==> src/rtl/booth_pkg.sv <==
// Shared types and Booth digit encoding for the radix-4 sequential multiplier.
package booth_pkg;

  typedef enum logic [1:0] {
    R4_Idle,
    R4_Recode,
    R4_AddWait,
    R4_Done
  } BoothR4State;

  localparam logic [2:0] ZERO = 3'd0;
  localparam logic [2:0] PM1  = 3'd1;
  localparam logic [2:0] PM2  = 3'd2;
  localparam logic [2:0] NM1  = 3'd3;
  localparam logic [2:0] NM2  = 3'd4;

  // Radix-4 recoding of the overlapping triplet {q[1], q[0], q_minus_1}.
  function automatic logic [2:0] booth_digit(input logic [2:0] bits);
    logic [2:0] d;
    case (bits)
      3'b000, 3'b111: d = ZERO;
      3'b001, 3'b010: d = PM1;
      3'b011:         d = PM2;
      3'b100:         d = NM2;
      default:        d = NM1;
    endcase
    return d;
  endfunction

endpackage

==> src/rtl/booth_r4_recode.sv <==
// Combinational Booth digit recoder: turns the current multiplier triplet and
// the extended multiplicand into the digit code and the AW-bit adder operand.
module booth_r4_recode
  import booth_pkg::*;
#(
  parameter int XW = 26,
  parameter int AW = 28
) (
  input  logic [2:0]    i_bits,
  input  logic [XW-1:0] i_m,
  output logic [2:0]    o_digit,
  output logic [AW-1:0] o_operand
);

  logic [AW-1:0] w_m1;
  logic [AW-1:0] w_m2;

  assign w_m1 = {{(AW-XW){i_m[XW-1]}}, i_m};
  assign w_m2 = {w_m1[AW-2:0], 1'b0};

  always_comb begin
    o_digit   = booth_digit(i_bits);
    o_operand = '0;
    case (o_digit)
      PM1:     o_operand = w_m1;
      PM2:     o_operand = w_m2;
      NM1:     o_operand = ~w_m1 + AW'(1);
      NM2:     o_operand = ~w_m2 + AW'(1);
      default: o_operand = '0;
    endcase
  end

endmodule

==> src/rtl/booth_r4_mult.sv <==
// Radix-4 Booth sequential multiplier; every nonzero partial product is added
// through the shared external adder over a valid/ack handshake.
//
// state      | meaning
// R4_Idle    | waiting for BREQ; operands latched on accept
// R4_Recode  | recode next digit; zero digit shifts now, else issue adder request
// R4_AddWait | adder request held until Adder_ack, then accumulate and shift
// R4_Done    | result registered, BACK high for this single cycle
module booth_r4_mult
  import booth_pkg::*;
#(
  parameter int WIDTH = 24,
  localparam int XW   = WIDTH + 2,
  localparam int AW   = WIDTH + 4,
  localparam int ITER = XW / 2,
  localparam int CW   = $clog2(ITER + 1)
) (
  input  logic               CLK,
  input  logic               RSTK,
  input  logic               BREQ,
  input  logic               signed_mode,
  input  logic [WIDTH-1:0]   m1,
  input  logic [WIDTH-1:0]   m2,
  output logic [2*WIDTH-1:0] res,
  output logic [1:0]         res_exc,
  output logic               BACK,
  output logic               busy,
  output logic [AW-1:0]      Adder_datain1,
  output logic [AW-1:0]      Adder_datain2,
  output logic               Adder_valid,
  input  logic [AW-1:0]      Adder_dataout,
  input  logic               Adder_carryout,
  input  logic [1:0]         Adder_Exc,
  input  logic               Adder_ack
);

  localparam int SW = AW + XW + 1;

  BoothR4State r_state;
  BoothR4State w_state_nx;

  logic [AW-1:0]      r_a;
  logic [XW-1:0]      r_q;
  logic               r_q1;
  logic [XW-1:0]      r_m;
  logic [CW-1:0]      r_count;
  logic [1:0]         r_exc_acc;
  logic [2*WIDTH-1:0] r_res;
  logic [1:0]         r_res_exc;
  logic [AW-1:0]      r_din1;
  logic [AW-1:0]      r_din2;

  logic [2:0]    w_digit;
  logic [AW-1:0] w_operand;
  logic [AW-1:0] w_src_a;
  logic [SW-1:0] w_cat;
  logic [SW-1:0] w_sh;
  logic [AW-1:0] w_a_nx;
  logic [XW-1:0] w_q_nx;
  logic          w_q1_nx;
  logic [CW-1:0] w_count_inc;
  logic          w_last;
  logic          w_ack_take;
  logic          w_shift_en;
  logic [1:0]    w_exc_in;
  logic [XW-1:0] w_m1_ext;
  logic [XW-1:0] w_m2_ext;
  logic          w_unused_carry;

  assign w_unused_carry = Adder_carryout;

  booth_r4_recode #(
    .XW(XW),
    .AW(AW)
  ) u_recode (
    .i_bits   ({r_q[1:0], r_q1}),
    .i_m      (r_m),
    .o_digit  (w_digit),
    .o_operand(w_operand)
  );

  assign w_m1_ext = {{2{signed_mode & m1[WIDTH-1]}}, m1};
  assign w_m2_ext = {{2{signed_mode & m2[WIDTH-1]}}, m2};

  assign w_ack_take  = (r_state == R4_AddWait) && Adder_ack;
  assign w_shift_en  = ((r_state == R4_Recode) && (w_digit == ZERO)) || w_ack_take;
  assign w_count_inc = r_count + CW'(1);
  assign w_last      = (w_count_inc == CW'(ITER));
  assign w_exc_in    = w_ack_take ? Adder_Exc : 2'b00;

  // The sum is folded into the shift on the same edge it is accepted.
  assign w_src_a = w_ack_take ? Adder_dataout : r_a;
  assign w_cat   = {w_src_a, r_q, r_q1};
  assign w_sh    = {{2{w_cat[SW-1]}}, w_cat[SW-1:2]};
  assign w_a_nx  = w_sh[SW-1 -: AW];
  assign w_q_nx  = w_sh[XW:1];
  assign w_q1_nx = w_sh[0];

  always_ff @(posedge CLK or posedge RSTK) begin
    if (RSTK) r_state <= R4_Idle;
    else      r_state <= w_state_nx;
  end

  always_comb begin
    w_state_nx = r_state;
    case (r_state)
      R4_Idle:    if (BREQ) w_state_nx = R4_Recode;
      R4_Recode:  begin
        if (w_digit != ZERO) w_state_nx = R4_AddWait;
        else if (w_last)     w_state_nx = R4_Done;
      end
      R4_AddWait: if (Adder_ack) w_state_nx = w_last ? R4_Done : R4_Recode;
      R4_Done:    w_state_nx = R4_Idle;
      default:    w_state_nx = R4_Idle;
    endcase
  end

  always_comb begin
    BACK        = (r_state == R4_Done);
    busy        = (r_state != R4_Idle);
    Adder_valid = (r_state == R4_AddWait);
  end

  always_ff @(posedge CLK or posedge RSTK) begin
    if (RSTK) begin
      r_a       <= '0;
      r_q       <= '0;
      r_q1      <= 1'b0;
      r_m       <= '0;
      r_count   <= '0;
      r_exc_acc <= 2'b00;
      r_res     <= '0;
      r_res_exc <= 2'b00;
      r_din1    <= '0;
      r_din2    <= '0;
    end else begin
      if ((r_state == R4_Idle) && BREQ) begin
        r_m       <= w_m1_ext;
        r_q       <= w_m2_ext;
        r_a       <= '0;
        r_q1      <= 1'b0;
        r_count   <= '0;
        r_exc_acc <= 2'b00;
      end
      if ((r_state == R4_Recode) && (w_digit != ZERO)) begin
        r_din1 <= r_a;
        r_din2 <= w_operand;
      end
      if (w_shift_en) begin
        r_a       <= w_a_nx;
        r_q       <= w_q_nx;
        r_q1      <= w_q1_nx;
        r_count   <= w_count_inc;
        r_exc_acc <= r_exc_acc | w_exc_in;
        if (w_last) begin
          r_res     <= {w_a_nx[2*WIDTH-XW-1:0], w_q_nx};
          r_res_exc <= r_exc_acc | w_exc_in;
        end
      end
    end
  end

  assign res           = r_res;
  assign res_exc       = r_res_exc;
  assign Adder_datain1 = r_din1;
  assign Adder_datain2 = r_din2;

endmodule

==> config.mk <==
export PLATFORM = sky130hd
export DESIGN_NAME = booth_r4_mult
export DESIGN_NICKNAME = d
export VERILOG_FILES = /design/src/rtl/booth_pkg.sv /design/src/rtl/booth_r4_recode.sv /design/src/rtl/booth_r4_mult.sv
export SDC_FILE = /design/constraint.sdc
export NUM_CORES = 1
export LEC_CHECK = 0
export BUFFER_PORTS_ARGS = -buffer_cell sky130_fd_sc_hd__buf_2
export CAP_MARGIN = 10
export CORE_ASPECT_RATIO = 1.4
export CORE_MARGIN = 4
export CORE_UTILIZATION = 55
export DETAILED_ROUTE_END_ITERATION = 7
export GPL_ROUTABILITY_DRIVEN = 0
export GPL_TIMING_DRIVEN = 0
export PLACE_DENSITY = 0.8
export SYNTH_ARGS = -nofsm -noshare
export SYNTH_HDL_FRONTEND = slang
export SYNTH_SLANG_ARGS = --single-unit
==> constraint.sdc <==
create_clock -name CLK -period 18.8 [get_ports CLK]
set_input_delay 2.82 -clock CLK [delete_from_list [all_inputs] [get_ports CLK]]
set_output_delay 2.82 -clock CLK [all_outputs]
set_load 0.02 [all_outputs]
# Word-level counts from Yosys, hierarchy flattened
# Index checks and enable logic that the tools add are counted.
dict set report op_classes {
  addsub 3
  eq_ne 16
  muxes 20
  bitwise 5
  n_reduce_logical 15
}
# op count
set ops {}
lappend ops {{$pmux W28 S4} 1}
lappend ops {{$mux W28} 3}
lappend ops {{$add A28 B1 Y28 const B} 2}
lappend ops {{$not A28 Y28} 2}
lappend ops {{$mux W26} 2}
lappend ops {{$mux W2} 8}
lappend ops {{$eq A3 B2 Y1 const B} 4}
lappend ops {{$pmux W3 S4} 1}
lappend ops {{$eq A3 B3 Y1 const B} 3}
lappend ops {{$mux W4} 2}
lappend ops {{$pmux W2 S4} 1}
lappend ops {{$eq A3 B1 Y1 const B} 2}
lappend ops {{$logic_not A3 Y1} 2}
lappend ops {{$add A4 B1 Y4 const B} 1}
lappend ops {{$eq A2 B2 Y1 const B} 2}
lappend ops {{$eq A4 B4 Y1 const B} 1}
lappend ops {{$logic_and A1 B1 Y1} 4}
lappend ops {{$reduce_bool A2 Y1} 2}
lappend ops {{$reduce_or A2 Y1} 2}
lappend ops {{$ne A3 B3 Y1 const B} 1}
lappend ops {{$reduce_and A3 Y1} 1}
lappend ops {{$reduce_bool A3 Y1} 1}
lappend ops {{$and A1 B1 Y1} 2}
lappend ops {{$eq A2 B1 Y1 const B} 1}
lappend ops {{7 further kinds} 8}
dict set report word_totals {
  register_bits 194
  input_bits 84
  out_inout_bits 109
  elab_cells 70
}

# Logic depth before layout (Yosys ltp)
dict set report depth {
  ltp_word 7
  mapped_depth 10
  mapped_depth_nobuf 8
}

# Modules after synthesis
# From an unflattened synthesis, not the netlist that was laid out.
dict set report hier_totals {
  cells_unflattened 882
  area_unflattened_um2 9062.4
}
# module instances cells_each area_each_um2 seq_area_each_um2
set by_module_without_submodules {}
lappend by_module_without_submodules {booth_r4_mult 1 615 7410.9 4754.6}
lappend by_module_without_submodules {booth_r4_recode 1 267 1651.6 0.0}

# Worst setup path after synthesis
# No wires, ideal clock.
dict set report synth_timing {
  path_type {input to register}
  startpoint {in Adder_ack}
  endpoint {reg r_res[26] (netlist: res[26])}
  setup_time_ps 133
  arrival_ps 3840
  required_time_ps 18667
  slack_ps 14827
  cell_stages 5
  path_buffers 2
  path_cell_list {and2_1 -> buf_2 -> clkbuf_1 -> mux2i_1 -> o21ai_0}
}
dict set report synth_between {
  elab_chain_cells 3
  elab_cells_between_ends 4
  classes_between {mux: 1; reduce/logical: 3}
}
# element line_no
set synth_rtl {}
lappend synth_rtl {{from (decl)} booth_r4_mult.sv:34} ;# input logic Adder_ack
lappend synth_rtl {{$logic_and A1 B1 Y1 *} booth_r4_mult.sv:85} ;# assign w_ack_take = (r_state == R4_AddWait) && Adder_ack;
lappend synth_rtl {{$logic_or A1 B1 Y1} booth_r4_mult.sv:86} ;# assign w_shift_en = ((r_state == R4_Recode) && (w_digit == ZERO)) || w_ack_take;
lappend synth_rtl {{$reduce_and A2 Y1 (no source line)} n/a}
lappend synth_rtl {{to (signal assigned)} booth_r4_mult.sv:156} ;# r_res <= {w_a_nx[2*WIDTH-XW-1:0], w_q_nx};
lappend synth_rtl {{to (decl)} booth_r4_mult.sv:48} ;# logic [2*WIDTH-1:0] r_res;
# Every way passes the cells marked *; elsewhere a longest branch is shown, timed or not.
# A chain may end at the register's enable or synchronous reset.

# Worst setup path after layout
dict set report layout_timing {
  startpoint {in Adder_ack}
  endpoint {reg r_q[23]}
}
dict set report layout_between {
  elab_chain_cells 3
  elab_cells_between_ends 4
  classes_between {mux: 1; reduce/logical: 3}
}
# element line_no
set layout_rtl {}
lappend layout_rtl {{$logic_and A1 B1 Y1 *} booth_r4_mult.sv:85}
lappend layout_rtl {{$logic_or A1 B1 Y1 *} booth_r4_mult.sv:86}
lappend layout_rtl {{$mux W26 / $reduce_bool A2 Y1 (equally long branches)} n/a}
lappend layout_rtl {{to (signal assigned)} booth_r4_mult.sv:139} ;# r_q <= w_m2_ext;
lappend layout_rtl {{to (signal assigned)} booth_r4_mult.sv:151} ;# r_q <= w_q_nx;
lappend layout_rtl {{to (decl)} booth_r4_mult.sv:43} ;# logic [XW-1:0] r_q;
# Marked as above.

==> summary.txt <==
Power
  • Leakage power: 5.40 nW
  • Max VDD drop: 0.0961 mV
  • Pwr per Cell Area: 187 mW/mm²

Global route
  • First-pass GRT wire length: 42.7 mm
  • Largest net degree at the start of global routing: 122
  • Total GRT Usage: 29.0%
  • Total gr overflow: 0
  • Vias in the first global route: 8,591
  • Antenna violations before repair: 1

Synth
  • Synth Flop Type: dfrtp_1
  • Syn Std Cell Area: 0.00913 mm²
  • Post-synth ARST share: 100%
  • Ys Warns: 0
  • Synth unique cells: 53
  • Synthesized instance count: 1,063
  • EDFF count, synth: 0
  • FF+latch count, synth: 190
  • Mapped Nets: 1,150
  • Sequential area share after synthesis: 52.1%
  • Post-Syn Area per Cell: 8.59 µm²

Layout
  • Final instance area: 0.0110 mm²
  • Layout area overhead: 20.4%
  • Nets@finish: 1,361
  • Share of cells above drive strength 1: 20.0%
  • Register area: 0.00475 mm²
  • Area of the multi-input gates: 0.00396 mm²
  • Diodes inserted: 0
  • Fillers: 1,337

Critical path
  • Endpoint type of the worst setup path: flip-flop
  • Type of origin of the critical path: input pin
  • Critical path type: in2reg
  • Arrival time worst endpoint: 4670 ps
  • Crit-path max FO: 10
  • Worst Path Required: 19,180 ps

CTS
  • Post-CTS Repair Setup Buffers: 0
  • CTS clk-pin slew, worst paths: 70 ps
  • CTS Buffer Depth: 2
  • Root Buffer: clkbuf_16
  • H-tree depth: 4
  • CTS tree: built
  • CTS buffer count: 17
  • Worst skew pair latency: 440 ps
  • Clock sink count: 190
  • CTS hold repair buffers: 0
  • CTS resizes: 0

Routing
  • Routed vias: 8,628
  • Remaining DRCs: 0
  • Total routed wirelength: 26.7 mm
  • Initial DRC Count: 827
  • DR pass1 iterations: 6
  • Post-DRT Antenna Nets: 0
  • Avg Vias per Cell: 5.81
  • Routed len/inst: 18.0 µm

Timing
  • Fin Clk Skew: 7.14 ps
  • RSZ-0062 raised after global routing: false
  • Part of the cycle the worst path needs: 22.8%
  • Slew @ Worst Pin: 776 ps
  • Fmax: 0.233 GHz
  • Final Hold Vio Count: 0
  • Setup violators final: 0
  • Max-slew headroom: 47.5%
  • Fin. max-slew vios: 0
  • TNS Setup: 0 ps
  • Tmin final: 4290 ps

Floorplan
  • Core Area: 0.0162 mm²
  • Row cnt: 55
  • Die Width: 117 µm
  • Initial Util: 56.2%
  • Die Height: 160 µm
  • Die area: 0.0188 mm²
  • Boundary Pins: 193

Placed design
  • Post-DP Area: 0.0104 mm²
  • Input/output buffers: 191
  • HPWL Detailed: 19.5 mm

Run status
  • Outcome: finished clean

Flow run
  • Max-cap violation count: 0

Min path
  • Worst min path class: reg2reg
## kinds of logic after synthesis
group           Yosys count  share of synthesized area (%)
simple gates            545                           24.8
flops                   190                           52.1
compound gates          189                           13.8
buf+inv                  93                           4.55
xor+xnor                 27                           2.59
mux                      16                           1.77
fa+ha+maj                 3                          0.411
## per-stage QoR
step	utilization (%)	power [mW]	cells	hold WS (ps)	worst slack [ps]
floorplan	-	1.35	1063	446	10810
global placement	63.7	1.63	1453	455	8700
detailed placement	63.9	1.66	1454	457	14150
CTS	67.7	2.04	1486	475	14560
global route	67.7	2.19	1486	500	14410
finish	67.7	2.05	1486	470	14510
## placed cells by master (no fill, tap or decap), types with 3 or more instances in the layout
master | synthesis | final
a221oi_1 | 11 | 11
nand3b_1 | 3 | 3
o31ai_1 | 5 | 5
nor2_1 | 98 | 98
and2_1 | 6 | 6
o22a_1 | 13 | 13
or4_1 | 3 | 3
dfrtp_1 | 190 | 190
clkbuf_1 | 58 | 59
o21ai_0 | 52 | 52
nor4_1 | 3 | 3
buf_6 | 5 | 5
bufinv_16 | 0 | 3
nand2_1 | 355 | 355
inv_6 | 0 | 4
o221ai_1 | 3 | 3
a21oi_1 | 16 | 16
mux2i_1 | 15 | 15
buf_1 | 4 | 4
nand4_1 | 3 | 3
nand2b_1 | 5 | 5
clkbuf_16 | 0 | 17
nand3_1 | 34 | 34
or3_1 | 4 | 4
a21o_1 | 3 | 3
a31oi_1 | 31 | 31
nor3_1 | 19 | 19
xor2_1 | 8 | 8
buf_2 | 17 | 208
inv_1 | 7 | 6
ha_1 | 3 | 3
xnor2_1 | 19 | 19
a22oi_1 | 33 | 33
nor2b_1 | 4 | 4
## final cells by class
class	count	area share, %
inverters	7	0.307
plain buffers	86	3.54
clock inverters	13	1.63
repair buffers	192	8.95
flip-flops and latches	190	43.2
well taps	199	2.26
clock buffers	19	4.03
multi-input cells	780	36.0
## registers in the layout (all words and copies together), names as in the netlist
| signal | cells |
|---|---|
| r_exc_acc | 2 |
| r_count | 4 |
| r_state | 2 |
| res | 48 |
| Adder_datain2 | 28 |
| r_m | 25 |
| res_exc | 2 |
| r_q1 | 1 |
| Adder_datain1 | 26 |
| r_a | 26 |
| r_q | 26 |
## synth_stat cells, types with 16 or more instances
| library cell | number | area share [%] |
|---|---|---|
| nor3_1 | 19 | 1.0 |
| buf_2 | 17 | 0.93 |
| a31oi_1 | 31 | 2.1 |
| xnor2_1 | 19 | 1.8 |
| nand3_1 | 34 | 1.9 |
| nor2_1 | 98 | 4.0 |
| nand2_1 | 355 | 15 |
| a21oi_1 | 16 | 0.88 |
| dfrtp_1 | 190 | 52 |
| a22oi_1 | 33 | 2.7 |
| clkbuf_1 | 58 | 2.4 |
| o21ai_0 | 52 | 2.8 |
## layer usage
layer  vias up  GRT usage, %  routed length (µm)
li1       4009             -                   -
met1      4082          35.2               10100
met2       443          48.1               13500
met3        92          6.67                2000
met4         2          13.9                1070
met5         -             0                   7
## worst max-delay path: stages
cell and delay, ps:
buf_2 120, nand2_1 150, nand2_1 200, nor2_1 210
clkbuf_1 500, clkbuf_1 460, nand2_1 130, nand2_1 80
## where the power goes
part	internal [mW]	leakage, nW	switching [mW]
Clock	0.216	0.298	0.165
Sequential	0.580	2.34	0.128
Combinational	0.334	2.75	0.629
## worst paths after layout
check	end	start	slack (ps)	cells past startpoint
worst max-delay path	r_q[23]	Adder_ack	14510	8
worst min-delay path	Adder_datain2[14]	Adder_datain2[14]	470	2
worst max register to register	Adder_datain2[20]	r_m[0]	15720	9
worst min register to register	Adder_datain2[14]	Adder_datain2[14]	470	2
max in group asynchronous	res[9]	RSTK	15410	3
min in group asynchronous	r_m[18]	RSTK	2430	2
No activity file was read; power rests on OpenSTA's default activity.
